[src/rtl/adder_pkg.sv]
// Shared constants for the byte-serial adder slice:
// FSM state encoding and the per-step byte width.
package adder_pkg;

    localparam logic [1:0] S_IDLE = 2'd0;
    localparam logic [1:0] S_ADD  = 2'd1;
    localparam logic [1:0] S_DONE = 2'd2;

    localparam int BYTE_W = 8;

endpackage

[src/rtl/ripple_adder_8bit.sv]
// Purely combinational 8-bit adder with carry in/out.
// Used once per cycle by the byte-serial wrapper.
module ripple_adder_8bit
    import adder_pkg::*;
(
    input  logic [BYTE_W-1:0] i_a,
    input  logic [BYTE_W-1:0] i_b,
    input  logic              i_cin,
    output logic [BYTE_W-1:0] o_sum,
    output logic              o_cout
);

    logic [BYTE_W:0] full;

    // Nine-bit add so the carry falls out as the top bit
    always_comb begin
        full   = {1'b0, i_a} + {1'b0, i_b} + {{BYTE_W{1'b0}}, i_cin};
        o_sum  = full[BYTE_W-1:0];
        o_cout = full[BYTE_W];
    end

endmodule

[src/rtl/byte_serial_adder.sv]
// Wide adder that walks the operands one byte per cycle,
// LSB first, through a single 8-bit adder.
module byte_serial_adder
    import adder_pkg::*;
#(
    parameter int BYTES = 4
) (
    input  logic                  i_clk,
    input  logic                  i_rst_n,
    input  logic                  i_valid,
    output logic                  o_ready,
    input  logic [8*BYTES-1:0]    i_a,
    input  logic [8*BYTES-1:0]    i_b,
    input  logic                  i_cin,
    output logic                  o_valid,
    input  logic                  i_ready,
    output logic [8*BYTES-1:0]    o_sum,
    output logic                  o_cout
);

    localparam int W  = 8 * BYTES;
    localparam int CW = (BYTES > 1) ? $clog2(BYTES) : 1;
    localparam logic [CW-1:0] LAST = CW'(BYTES - 1);

    logic [1:0]    state_q, state_d;
    logic [CW-1:0] cnt_q, cnt_d;
    logic [W-1:0]  a_q, a_d;
    logic [W-1:0]  b_q, b_d;
    logic [W-1:0]  sum_q, sum_d;
    logic          carry_q, carry_d;

    logic [BYTE_W-1:0] add_sum;
    logic              add_cout;
    logic [W-1:0]      ins;

    ripple_adder_8bit u_add (
        .i_a    (a_q[BYTE_W-1:0]),
        .i_b    (b_q[BYTE_W-1:0]),
        .i_cin  (carry_q),
        .o_sum  (add_sum),
        .o_cout (add_cout)
    );

    // Next-state: accept in IDLE, shift one byte per ADD cycle, hold in DONE
    always_comb begin
        state_d = state_q;
        cnt_d   = cnt_q;
        a_d     = a_q;
        b_d     = b_q;
        sum_d   = sum_q;
        carry_d = carry_q;
        ins     = '0;
        ins[W-1 -: BYTE_W] = add_sum;
        case (state_q)
            S_IDLE: begin
                if (i_valid) begin
                    a_d     = i_a;
                    b_d     = i_b;
                    carry_d = i_cin;
                    cnt_d   = '0;
                    state_d = S_ADD;
                end
            end
            S_ADD: begin
                sum_d   = (sum_q >> BYTE_W) | ins;
                carry_d = add_cout;
                a_d     = a_q >> BYTE_W;
                b_d     = b_q >> BYTE_W;
                cnt_d   = cnt_q + CW'(1);
                if (cnt_q == LAST) state_d = S_DONE;
            end
            S_DONE: begin
                if (i_ready) state_d = S_IDLE;
            end
            default: state_d = S_IDLE;
        endcase
    end

    // State registers, all cleared by reset
    always_ff @(posedge i_clk or negedge i_rst_n) begin
        if (!i_rst_n) begin
            state_q <= S_IDLE;
            cnt_q   <= '0;
            a_q     <= '0;
            b_q     <= '0;
            sum_q   <= '0;
            carry_q <= 1'b0;
        end else begin
            state_q <= state_d;
            cnt_q   <= cnt_d;
            a_q     <= a_d;
            b_q     <= b_d;
            sum_q   <= sum_d;
            carry_q <= carry_d;
        end
    end

    assign o_ready = (state_q == S_IDLE);
    assign o_valid = (state_q == S_DONE);
    assign o_sum   = sum_q;
    assign o_cout  = carry_q;

endmodule

[config.mk]
export PLATFORM = sky130hd
export DESIGN_NAME = byte_serial_adder
export DESIGN_NICKNAME = d
export VERILOG_FILES = /design/src/rtl/adder_pkg.sv /design/src/rtl/ripple_adder_8bit.sv /design/src/rtl/byte_serial_adder.sv
export SDC_FILE = /design/constraint.sdc
export NUM_CORES = 1
export LEC_CHECK = 0
export BUFFER_PORTS_ARGS = -buffer_cell sky130_fd_sc_hd__buf_2
export CAP_MARGIN = 20
export CORE_MARGIN = 1.5
export CORE_UTILIZATION = 54
export DETAILED_ROUTE_END_ITERATION = 6
export GPL_ROUTABILITY_DRIVEN = 0
export HOLD_SLACK_MARGIN = 0.02
export PLACE_DENSITY = 0.85
export SLEW_MARGIN = 10
export SYNTH_ARGS = -nofsm -noshare
export SYNTH_HDL_FRONTEND = slang
export SYNTH_SLANG_ARGS = --single-unit
[constraint.sdc]
create_clock -name i_clk -period 2.7 [get_ports i_clk]
set_input_delay 0.405 -clock i_clk [delete_from_list [all_inputs] [get_ports i_clk]]
set_output_delay 0.405 -clock i_clk [all_outputs]
set_load 0.01 [all_outputs]
==> results of run 1 <==
==> synthesized netlist by cell type (2+ instances only) <==
cell / instances / share of area, %
sky130_fd_sc_hd__clkbuf_1: 17 / 1.4
sky130_fd_sc_hd__a21oi_2: 10 / 1.9
sky130_fd_sc_hd__xnor2_1: 4 / 0.76
sky130_fd_sc_hd__nor2_1: 11 / 0.89
sky130_fd_sc_hd__o22ai_1: 87 / 12
sky130_fd_sc_hd__ha_1: 8 / 2.2
sky130_fd_sc_hd__o21ai_1: 2 / 0.22
sky130_fd_sc_hd__a21oi_1: 45 / 4.9
sky130_fd_sc_hd__o31ai_1: 2 / 0.32
sky130_fd_sc_hd__a22o_1: 17 / 3.2
sky130_fd_sc_hd__buf_4: 2 / 0.32
sky130_fd_sc_hd__fa_1: 2 / 0.87
sky130_fd_sc_hd__a211oi_1: 5 / 0.81
sky130_fd_sc_hd__dfrtp_1: 101 / 55
sky130_fd_sc_hd__nand2b_1: 2 / 0.27
sky130_fd_sc_hd__nand2_1: 84 / 6.8
sky130_fd_sc_hd__o22ai_2: 10 / 2.7
sky130_fd_sc_hd__buf_2: 18 / 1.9
sky130_fd_sc_hd__inv_2: 2 / 0.16
sky130_fd_sc_hd__a21o_1: 3 / 0.49
sky130_fd_sc_hd__o21ai_0: 6 / 0.65
sky130_fd_sc_hd__mux2i_1: 3 / 0.65
==> through the flow <==
step | total power, mW | instances | util [%] | hold slack (ns)
2_1_floorplan | 5.337 | 452 | - | 0.1094
3_3_place_gp | 6.069 | 630 | 62.61 | 0.4519
3_5_place_dp | 6.273 | 630 | 62.61 | 0.4571
4_1_cts | 7.284 | 646 | 65.23 | 0.1176
5_1_grt | 7.859 | 646 | 65.23 | 0.1425
6_report | 7.269 | 646 | 65.23 | 0.09399
==> worst max-delay path by stage <==
stage                 from        end  slack, ns
global placement    o_cout  o_sum[30]       0.55
global route        o_cout  o_sum[30]       0.38
CTS                 o_cout  o_sum[30]       0.50
floorplan           o_cout  o_sum[30]       0.62
finish              o_cout  o_sum[30]       0.49
detailed placement  o_cout  o_sum[30]       0.51
==> worst register-to-register path: stages, from the launching register on <==
cell and delay [ns]:
sky130_fd_sc_hd__dfrtp_1 0.43, sky130_fd_sc_hd__fa_1 0.49, sky130_fd_sc_hd__fa_1 0.44, sky130_fd_sc_hd__a211oi_1 0.32, sky130_fd_sc_hd__o21bai_1 0.16, sky130_fd_sc_hd__mux2i_1 0.16
sky130_fd_sc_hd__o21ai_0 0.08
==> power groups by stage <==
stage	clock network [mW]	logic, mW	registers [mW]
after global routing	1.11	3.78	2.96
after detailed placement	0	3.38	2.89
final	1.02	3.38	2.87
after global placement	0	3.23	2.84
after CTS	1.04	3.38	2.86
after floorplan	0	2.53	2.81
==> logic make-up after synthesis <==
family	synth area share [%]
buf+inv	4.384
xor+xnor	0.9472
simple gates	8.471
flops	54.67
compound gates	27.85
fa+ha+maj	3.031
mux	0.6496
==> layout by cell type (no fill, tap or decap), types with 2 or more instances in the layout <==
cell type,synthesis,layout
sky130_fd_sc_hd__nor2_1,11,10
sky130_fd_sc_hd__o22ai_1,87,87
sky130_fd_sc_hd__o31ai_1,2,2
sky130_fd_sc_hd__clkinvlp_4,0,2
sky130_fd_sc_hd__a21o_1,3,3
sky130_fd_sc_hd__o21ai_0,6,6
sky130_fd_sc_hd__dfrtp_1,101,101
sky130_fd_sc_hd__o22ai_2,10,10
sky130_fd_sc_hd__fa_1,2,2
sky130_fd_sc_hd__o21ai_1,2,2
sky130_fd_sc_hd__nand2_1,84,84
sky130_fd_sc_hd__a211oi_1,5,5
sky130_fd_sc_hd__mux2i_1,3,3
sky130_fd_sc_hd__inv_2,2,2
sky130_fd_sc_hd__buf_2,18,102
sky130_fd_sc_hd__xnor2_1,4,4
sky130_fd_sc_hd__a21oi_1,45,45
sky130_fd_sc_hd__buf_4,2,9
sky130_fd_sc_hd__clkbuf_8,0,11
sky130_fd_sc_hd__ha_1,8,8
sky130_fd_sc_hd__a22o_1,17,17
sky130_fd_sc_hd__a21oi_2,10,10
==> registers in the layout, summed over array words and instances, names as in the netlist <==
signal and count:
a_q 32, o_cout 1, o_sum 32, state_q 2, cnt_q 2, b_q 32
==> routing by layer <==
layer / vias to the layer above / wire length, um / GRT usage, %
met4: 2 / 160 / 6.985
met5: - / 12 / 0
met1: 1922 / 4698 / 33.74
met2: 131 / 5417 / 41.90
li1: 1847 / - / -
met3: 15 / 680 / 7.018
==> cell type report <==
| cell class | count | area, um2 | share of cell area (%) |
|---|---|---|---|
| Clock inverter | 5 | 65.06 | 1.208 |
| Multi-Input combinational cell | 310 | 1906 | 35.38 |
| Sequential cell | 101 | 2527 | 46.92 |
| Inverter | 2 | 7.507 | 0.1394 |
| Clock buffer | 11 | 151.4 | 2.811 |
| Tap cell | 105 | 131.4 | 2.439 |
| Timing Repair Buffer | 112 | 598.1 | 11.10 |
==> out/qor.log, run 1 <==
qor: critical_path.setup.worst_path.class reg -> reg
qor: clock_tree.cts.reportedPaths.clkPinSlew 0.10 ns
qor: finish.final_nets 615
qor: global_routing.grt_first_pass_wirelength 18.02 mm
qor: synth.yosys_warnings 0
qor: floorplan.placement_rows 33
qor: timing.finalSetupViolations 0
qor: synth.synth-main-ff-cell sky130_fd_sc_hd__dfrtp_1
qor: power_and_ir_drop.leakage 2.535 nW
qor: clock_tree.cts_num_sinks 101
qor: route.detailedRoute.firstIterationViolations 221
qor: power_and_ir_drop.power.ir.vdd_worst 639.2 uV
qor: synth.asyncSetResetFlopFracSynth 100.0%
qor: timing.rsz0062_at_grt no
qor: critical_path.critical_path.max_stage_delay 0.49 ns
qor: route.vias_per_cell 6.063
qor: critical_path.timing.rr.start o_cout
qor: critical_path.worst_path_dominant_cell_family adder cells
qor: placement.place_hpwl 7.466 mm
qor: power_and_ir_drop.power.net_switching 3.114 mW
qor: placement.dp_slack 0.5083 ns
qor: outcome.status finished, final reports clean
qor: finish.diodes 0
qor: route.routed_wire_length_per_instance 16.98 um
qor: critical_path.worst_r2r_endpoint o_sum[30]
qor: critical_path.crit_cells 6
qor: critical_path.arrival 2.44 ns
qor: timing.hold_viol_final 0
qor: route.drt_pre_antenna_iters 4
qor: global_routing.grt_max_degree 60
qor: timing.final_number_of_max_transition_violations 0
qor: power_and_ir_drop.internal-power 4.155 mW
qor: synth.yosys.cell_types.count 33
qor: clock_tree.cts_root_buffer sky130_fd_sc_hd__clkbuf_8
qor: critical_path.critPathBufInv 0
qor: clock_tree.cts_repair_resizes 0
qor: route.drt.antenna.violating_nets 0
qor: placement.placedInstanceArea 0.005170 mm2
qor: floorplan.die_ar 0.009126 mm2
qor: timing.fmax 0.4521 GHz
qor: clock_tree.clock_insertion_delay_worst_skew 0.36 ns
qor: floorplan.floorplan.initialDensity 55.98%
qor: power_and_ir_drop.p_seq_share 39.4%
qor: critical_path.critPathSlowestCell sky130_fd_sc_hd__fa_1
qor: critical_path.cp_data_required_time 2.93 ns
qor: power_and_ir_drop.comb_power_share 46.5%
qor: synth.netlist_instances 452
qor: global_routing.grt-ovfl-total 0
qor: floorplan.die_w 95.53 um
qor: critical_path.r2r.worst_path.cells 6
qor: synth.postSynthAreaPerCell 10.23 um2
qor: route.routed-via-count 3917
qor: power_and_ir_drop.pwr-share-clk 14.1%
qor: timing.timing.setup.tns 0 ns
qor: synth.post_synth_net_total 531
qor: global_routing.global_route.usage.total 25.68%
qor: placement.portBuffers 103
qor: floorplan.pin_count 104
qor: clock_tree.post_cts_hold_buffer_count 0
qor: global_routing.via_count_of_the_first_global_routing_pass 3784
qor: synth.postSynthRegisterBits 101
qor: critical_path.r2r_slack 0.49 ns
qor: clock_tree.cts_buffer_depth 2
qor: timing.tightestPinTransition 0.8146 ns
qor: floorplan.core_area 0.008258 mm2
qor: synth.mappedNetlistArea 0.004623 mm2
qor: route.drcViolationCount 0
qor: clock_tree.cts_tree built
qor: critical_path.path_common_cell sky130_fd_sc_hd__fa_1
qor: timing.fin_ws 0.4880 ns
qor: critical_path.endpoint_kind flip-flop
qor: finish.fill_cells 660
qor: timing.normalized_max_slew_margin 45.69%
qor: power_and_ir_drop.netSwitchingFraction 42.84%
qor: finish.layout-drive-gt1-share 28.65%
qor: power_and_ir_drop.power.density_cell_area 1349 mW/mm2
qor: synth.synth-edff-count 0
qor: hold_path.timing.hold.worst.class in -> async
qor: critical_path.worstSetupStartpointType flip-flop
qor: timing.layout_min_cycle_time 2.212 ns
qor: global_routing.antenna_found_initial 2
qor: critical_path.path_max_fanout 4
qor: clock_tree.clock_tree.htree_level_count 3
qor: run.timing.max_cap.violations 0
qor: finish.area_growth_syn_to_layout 16.51%
qor: synth.share_of_the_yosys_chip_area_belonging_to_registers 54.67%
qor: critical_path.critical_path_cell_by_cell fa_1 > fa_1 > a211oi_1 > o21bai_1 > mux2i_1 > o21ai_0
qor: clock_tree.cts_setup_buffers 0
qor: timing.final.period_utilization 81.92%
qor: floorplan.floorplan.die.height 95.53 um
qor: clock_tree.clock_buffers_created_by_tritoncts 9
qor: timing.fin_skew 0.008388 ns
qor: finish.finish.instance_area 0.005386 mm2
qor: route.total_wire_length_after_detailed_routing 10.97 mm
Note: power is estimated with default switching activity, not from simulation.
==> inputs of run 2 (changes only) <==
--- a/config.mk
+++ b/config.mk
@@ -5,6 +5,7 @@
 export SDC_FILE = /design/constraint.sdc
 export NUM_CORES = 1
 export LEC_CHECK = 0
+export ABC_AREA = 1
 export BUFFER_PORTS_ARGS = -buffer_cell sky130_fd_sc_hd__buf_2
 export CAP_MARGIN = 20
 export CORE_MARGIN = 1.5
==> constraint.sdc (replaced) <==
create_clock -name i_clk -period 2.3 [get_ports i_clk]
set_input_delay 0.345 -clock i_clk [delete_from_list [all_inputs] [get_ports i_clk]]
set_output_delay 0.345 -clock i_clk [all_outputs]
set_load 0.01 [all_outputs]
==> out/qor.log, run 2 <==
qor: outcome.status finished, final reports clean
qor: floorplan.die_w 94.67 um
qor: synth.synth_top_cells_by_area sky130_fd_sc_hd__dfrtp_1, sky130_fd_sc_hd__nand2_1, sky130_fd_sc_hd__a21oi_1
qor: hold_path.timing.hold.worst.class in -> reg
qor: global_routing.via_count_of_the_first_global_routing_pass 3692
qor: clock_tree.cts_setup_buffers 0
qor: clock_tree.clock_buffers_created_by_tritoncts 9
qor: floorplan.placement_rows 33
qor: synth.synth_most_common_cell sky130_fd_sc_hd__nand2_1
qor: timing.finalHoldWorstSlack 0.1656 ns
qor: route.routed_wire_length_per_instance 14.07 um
qor: global_routing.antenna_found_initial 1
qor: clock_tree.cts_root_buffer sky130_fd_sc_hd__clkbuf_8
qor: finish.layout-drive-gt1-share 22.15%
qor: power_and_ir_drop.comb_power_share 49.9%
qor: synth.yosys.area.top_type sky130_fd_sc_hd__dfrtp_1
qor: critical_path.r2r.worst_path.cells 7
qor: timing.normalized_max_slew_margin 45.35%
qor: critical_path.critical_path_cell_by_cell fa_1 > fa_1 > nand2_1 > nand3_1 > a21o_1 > nand3_1 > o21ai_0
qor: finish.layout.cells.most_common sky130_fd_sc_hd__nand2_1
qor: synth.synth-edff-count 0
qor: synth.post_synth_most_frequent_cells sky130_fd_sc_hd__nand2_1, sky130_fd_sc_hd__dfrtp_1, sky130_fd_sc_hd__nor2_1, sky130_fd_sc_hd__a21oi_1, sky130_fd_sc_hd__o21ai_1
qor: timing.final_number_of_max_transition_violations 0
qor: critical_path.critical_path.max_stage_delay 0.47 ns
qor: placement.place_hpwl 6.591 mm
qor: timing.tightestPinTransition 0.8197 ns
qor: synth.yosys.cell_types.count 24
qor: timing.finalSetupViolations 0
qor: synth.synth_largest_type_area_fraction 55.69%
qor: clock_tree.clock_insertion_delay_worst_skew 0.36 ns
qor: synth.postSynthRegisterBits 101
qor: floorplan.core_area 0.008175 mm2
qor: critical_path.r2r_slack 0.27 ns
qor: placement.dp_slack 0.2532 ns
qor: clock_tree.clock_tree.htree_level_count 3
qor: synth.mappedNetlistArea 0.004538 mm2
qor: clock_tree.cts_buffer_depth 2
qor: critical_path.worstSetupStartpointType flip-flop
qor: clock_tree.cts.reportedPaths.clkPinSlew 0.09 ns
qor: route.detailedRoute.firstIterationViolations 198
qor: global_routing.grt_max_degree 84
qor: critical_path.timing.rr.start o_cout
qor: run.timing.max_cap.violations 0
qor: hold_path.worst_hold_startpoint i_ready
qor: critical_path.worst_r2r_endpoint o_sum[28]
qor: power_and_ir_drop.internal-power 4.872 mW
qor: power_and_ir_drop.pwr-share-clk 13.1%
qor: timing.layout_min_cycle_time 2.027 ns
qor: floorplan.pin_count 104
qor: floorplan.floorplan.die.height 94.67 um
qor: floorplan.die_ar 0.008962 mm2
qor: finish.multiInputGateArea 0.001708 mm2
qor: synth.share_of_the_yosys_chip_area_belonging_to_registers 55.69%
qor: critical_path.endpoint_kind flip-flop
qor: power_and_ir_drop.p_seq_share 37.0%
qor: global_routing.grt-ovfl-total 0
qor: power_and_ir_drop.power.ir.vdd_worst 1008 uV
qor: clock_tree.cts_num_sinks 101
qor: timing.timing.setup.tns 0 ns
qor: critical_path.critPathSlowestCell sky130_fd_sc_hd__fa_1
qor: timing.fmax 0.4933 GHz
qor: timing.hold_viol_final 0
qor: critical_path.cp_data_required_time 2.51 ns
qor: timing.rsz0062_at_grt no
qor: finish.area_growth_syn_to_layout 17.01%
qor: finish.fill_cells 699
qor: power_and_ir_drop.power.net_switching 3.884 mW
qor: finish.final_nets 679
qor: floorplan.floorplan.initialDensity 55.51%
qor: critical_path.worst_path_dominant_cell_family adder cells
qor: route.drcViolationCount 0
qor: finish.layout_common_cells sky130_fd_sc_hd__nand2_1, sky130_fd_sc_hd__buf_2, sky130_fd_sc_hd__dfrtp_1, sky130_fd_sc_hd__nor2_1, sky130_fd_sc_hd__a21oi_1
qor: global_routing.grt_first_pass_wirelength 16.86 mm
qor: critical_path.crit_cells 7
qor: power_and_ir_drop.leakage 2.682 nW
qor: synth.netlist_instances 509
qor: synth.post_synth_net_total 588
qor: route.routed-via-count 3809
qor: route.vias_per_cell 5.357
qor: critical_path.crit_start o_cout
qor: critical_path.critPathBufInv 0
qor: timing.fin_ws 0.2727 ns
qor: critical_path.path_max_fanout 4
qor: route.drt.antenna.violating_nets 0
qor: synth.asyncSetResetFlopFracSynth 100.0%
qor: finish.area.sequential 0.002527 mm2
qor: placement.portBuffers 103
qor: timing.final.period_utilization 88.15%
qor: route.total_wire_length_after_detailed_routing 10.00 mm
qor: critical_path.cp_capture_point o_sum[28]
qor: timing.fin_skew 0.009544 ns
qor: power_and_ir_drop.power.density_cell_area 1649 mW/mm2
qor: synth.synth-main-ff-cell sky130_fd_sc_hd__dfrtp_1
qor: route.drt_pre_antenna_iters 5
qor: critical_path.setup.worst_path.class reg -> reg
qor: power_and_ir_drop.power.total 8.757 mW
qor: clock_tree.cts_tree built
qor: power_and_ir_drop.netSwitchingFraction 44.36%
qor: synth.yosys_warnings 0
qor: synth.postSynthAreaPerCell 8.916 um2
qor: global_routing.global_route.usage.total 24.10%
qor: critical_path.arrival 2.24 ns
-- run 2: worst min path at each step --
stage,endpoint,slack [ns],cells after the start
floorplan,a_q[0],0.05,0
global route,state_q[1],0.16,2
CTS,state_q[1],0.16,2
finish,state_q[1],0.17,2
global placement,state_q[1],0.35,1
detailed placement,o_sum[0],0.36,1
-- run 2: logic make-up (layout without fill, tap and decap cells) --
family / after synthesis / after routing / share of synthesized area (%)
adder cells (fa/ha/maj): 10 / 10 / 3.088
AO/OA/AOI/OAI: 146 / 146 / 17.73
AND/OR/NAND/NOR: 190 / 190 / 16.82
buffers and inverters: 62 / 158 / 6.672
flip-flops: 101 / 101 / 55.69
other: 0 / 1 / 0
-- run 2: per-stage QoR --
stage	instances	util, %	instance area (um2)
after floorplan	509	-	4538
after global placement	692	62.03	5071
after detailed placement	692	62.03	5071
after CTS	709	64.68	5288
after global routing	710	64.92	5308
final	711	64.95	5310
-- run 2: final cells by class --
| class | count | share of cell area (%) |
|---|---|---|
| sequential | 101 | 47.60 |
| timing repair buffer | 111 | 11.64 |
| inverter | 31 | 2.191 |
| antenna | 1 | 0.04713 |
| tap | 105 | 2.474 |
| clock inverter | 6 | 1.296 |
| clock buffer | 10 | 2.592 |
| multi-input combinational | 346 | 32.16 |
-- run 2: metal layers --
layer,routed length [um],vias up,GRT usage [%]
met5,0,-,0
met4,204,0,9.701
met3,634,19,4.750
met2,4744,126,39.29
met1,4419,1804,31.64
li1,-,1860,-
-- run 2: timing repair --
item,CTS,global route
endpoints found under the hold margin,39,0
resized for setup,0,0
hold buffers,1,0
-- run 2: power by group through the flow --
| stage | Sequential, mW | Combinational, mW | Clock [mW] |
|---|---|---|---|
| 6_report | 3.24 | 4.37 | 1.15 |
| 3_3_place_gp | 3.21 | 4.09 | 0 |
| 3_5_place_dp | 3.26 | 4.28 | 0 |
| 2_1_floorplan | 3.25 | 3.23 | 0 |
| 5_1_grt | 3.34 | 5.02 | 1.24 |
| 4_1_cts | 3.23 | 4.34 | 1.17 |
==> inputs of run 3 (changes only) <==
--- a/config.mk
+++ b/config.mk
@@ -8,6 +8,7 @@
 export ABC_AREA = 1
 export BUFFER_PORTS_ARGS = -buffer_cell sky130_fd_sc_hd__buf_2
 export CAP_MARGIN = 20
+export CORE_ASPECT_RATIO = 0.6
 export CORE_MARGIN = 1.5
 export CORE_UTILIZATION = 54
 export DETAILED_ROUTE_END_ITERATION = 6
==> out/qor.log, run 3 (synthesized netlist as in run 2, its figures left out) <==
qor: clock_tree.cts_buffer_depth 2
qor: global_routing.antenna_found_initial 0
qor: clock_tree.cts_tree built
qor: power_and_ir_drop.leakage 2.734 nW
qor: critical_path.r2r.worst_path.cells 9
qor: timing.fin_skew 0.007775 ns
qor: clock_tree.cts_num_sinks 101
qor: timing.hold_viol_final 0
qor: critical_path.worstSetupStartpointType flip-flop
qor: hold_path.worstHoldPathCells 2
qor: global_routing.grt_util_met2 37.35%
qor: global_routing.use_met3 7.899%
qor: outcome.status finished, final reports clean
qor: critical_path.arrival 2.33 ns
qor: timing.layout_min_cycle_time 2.042 ns
qor: critical_path.cp_data_required_time 2.58 ns
qor: placement.place_hpwl 7.241 mm
qor: finish.area_growth_syn_to_layout 19.49%
qor: floorplan.die_w 121.4 um
qor: placement.portBuffers 103
qor: critical_path.setup.worst_path.class reg -> reg
qor: floorplan.floorplan.die.height 74.01 um
qor: clock_tree.clock_buffers_created_by_tritoncts 9
qor: critical_path.path_max_fanout 4
qor: power_and_ir_drop.power.density_cell_area 1713 mW/mm2
qor: global_routing.grt_busiest_layer met1
qor: power_and_ir_drop.power.ir.vdd_worst 894.6 uV
qor: clock_tree.cts.reportedPaths.clkPinSlew 0.07 ns
qor: route.drt.antenna.violating_nets 0
qor: timing.timing.setup.tns 0 ns
qor: route.detailedRoute.firstIterationViolations 271
qor: finish.layout_common_cells sky130_fd_sc_hd__nand2_1, sky130_fd_sc_hd__buf_2, sky130_fd_sc_hd__dfrtp_1, sky130_fd_sc_hd__nor2_1, sky130_fd_sc_hd__a21oi_1
qor: floorplan.floorplan.initialDensity 56.67%
qor: finish.layout-drive-gt1-share 22.11%
qor: timing.final_number_of_max_transition_violations 0
qor: global_routing.grt_first_pass_wirelength 17.60 mm
qor: route.drt_pre_antenna_iters 5
qor: hold_path.worst_hold_startpoint i_ready
qor: critical_path.timing.rr.start o_cout
qor: route.routed-via-count 3917
qor: floorplan.pin_count 104
qor: timing.finalSetupViolations 0
qor: hold_path.end_point_of_the_worst_hold_path state_q[1]
qor: finish.layout.cells.most_common sky130_fd_sc_hd__nand2_1
qor: global_routing.global_route.usage.total 25.65%
qor: route.total_wire_length_after_detailed_routing 10.58 mm
qor: clock_tree.clock_insertion_delay_worst_skew 0.35 ns
qor: route.vias_per_cell 5.486
qor: run.timing.max_cap.violations 0
qor: finish.postLayoutCoreUtil 67.72%
qor: route.routed_wire_length_per_instance 14.82 um
qor: timing.normalized_max_slew_margin 46.71%
qor: global_routing.grt_max_degree 83
qor: clock_tree.clock_tree.htree_level_count 3
qor: floorplan.die_ar 0.008981 mm2
qor: clock_tree.cts_repair_resizes 0
qor: timing.tightestPinTransition 0.7993 ns
qor: clock_tree.cts_root_buffer sky130_fd_sc_hd__clkbuf_16
qor: route.drcViolationCount 0
qor: critical_path.worst_r2r_endpoint o_sum[30]
qor: critical_path.r2r_slack 0.26 ns
qor: timing.fmax 0.4896 GHz
qor: critical_path.endpoint_kind flip-flop
qor: timing.rsz0062_at_grt no
qor: global_routing.grt-ovfl-total 0
qor: finish.final_nets 681
qor: hold_path.timing.hold.worst.class in -> reg
qor: global_routing.use_met1 37.97%
qor: floorplan.placement_rows 25
qor: finish.diodes 0
qor: power_and_ir_drop.power.total 9.290 mW
qor: global_routing.via_count_of_the_first_global_routing_pass 3648
qor: floorplan.core_area 0.008008 mm2
qor: timing.final.period_utilization 88.80%
==> run 3: repair_timing <==
| action | 4_1_cts | 5_1_grt |
|---|---|---|
| hold endpoints to repair | 23 | 0 |
| buffers inserted | 0 | 0 |
| hold buffers | 1 | 0 |
==> run 3: per-layer routing <==
layer | part of all wire [%] | vias up
li1 | - | 1865
met1 | 47 | 1912
met2 | 45 | 133
met3 | 7.8 | 7
met4 | 0.53 | 0
met5 | 0 | -
==> run 3: how the worst max path moves through the flow <==
stage                     startpoint        end  depth (start not counted)
after global placement        o_cout  o_sum[28]                          7
after CTS                     o_cout  o_sum[30]                          9
final                         o_cout  o_sum[30]                          9
after floorplan               o_cout  o_sum[28]                          7
after detailed placement      o_cout  o_sum[28]                          7
after global routing          o_cout  o_sum[30]                          9
==> run 3: cell type report <==
| type | count | area (um2) |
|---|---|---|
| fillers | 686 | 2585 |
| repair buffers | 113 | 620.6 |
| multi-input cells | 346 | 1708 |
| well taps | 108 | 135.1 |
| clock buffers | 11 | 242.7 |
| flip-flops and latches | 101 | 2527 |
| inverters | 31 | 116.4 |
| clock inverters | 4 | 72.57 |
==> run 3: worst max-delay path, cell delays in order (launching register included) <==
cell                      delay (ns)
sky130_fd_sc_hd__dfrtp_1        0.41
sky130_fd_sc_hd__fa_1           0.48
sky130_fd_sc_hd__fa_1           0.41
sky130_fd_sc_hd__nand2_1        0.10
sky130_fd_sc_hd__nand3_1        0.14
sky130_fd_sc_hd__nand3_1        0.14
sky130_fd_sc_hd__nand2_1        0.06
sky130_fd_sc_hd__nand2_1        0.08
sky130_fd_sc_hd__nand3_1        0.07
sky130_fd_sc_hd__nand2_1        0.08
==> run 3: power breakdown <==
group          internal, mW  switching (mW)  leakage, nW
Clock                 0.975           0.635        0.152
Sequential             2.69           0.562         1.23
Combinational          1.62            2.81         1.35
==> run 3: metrics by stage <==
stage	setup slack, ns	cell area (um2)	cells	hold WS [ns]
after global placement	0.3876	5097	698	0.2716
after global routing	0.1150	5423	714	0.1799
after floorplan	0.4342	4538	509	0.04941
after detailed placement	0.3030	5097	698	0.2858
after CTS	0.2530	5423	714	0.1780
final	0.2577	5423	714	0.1819
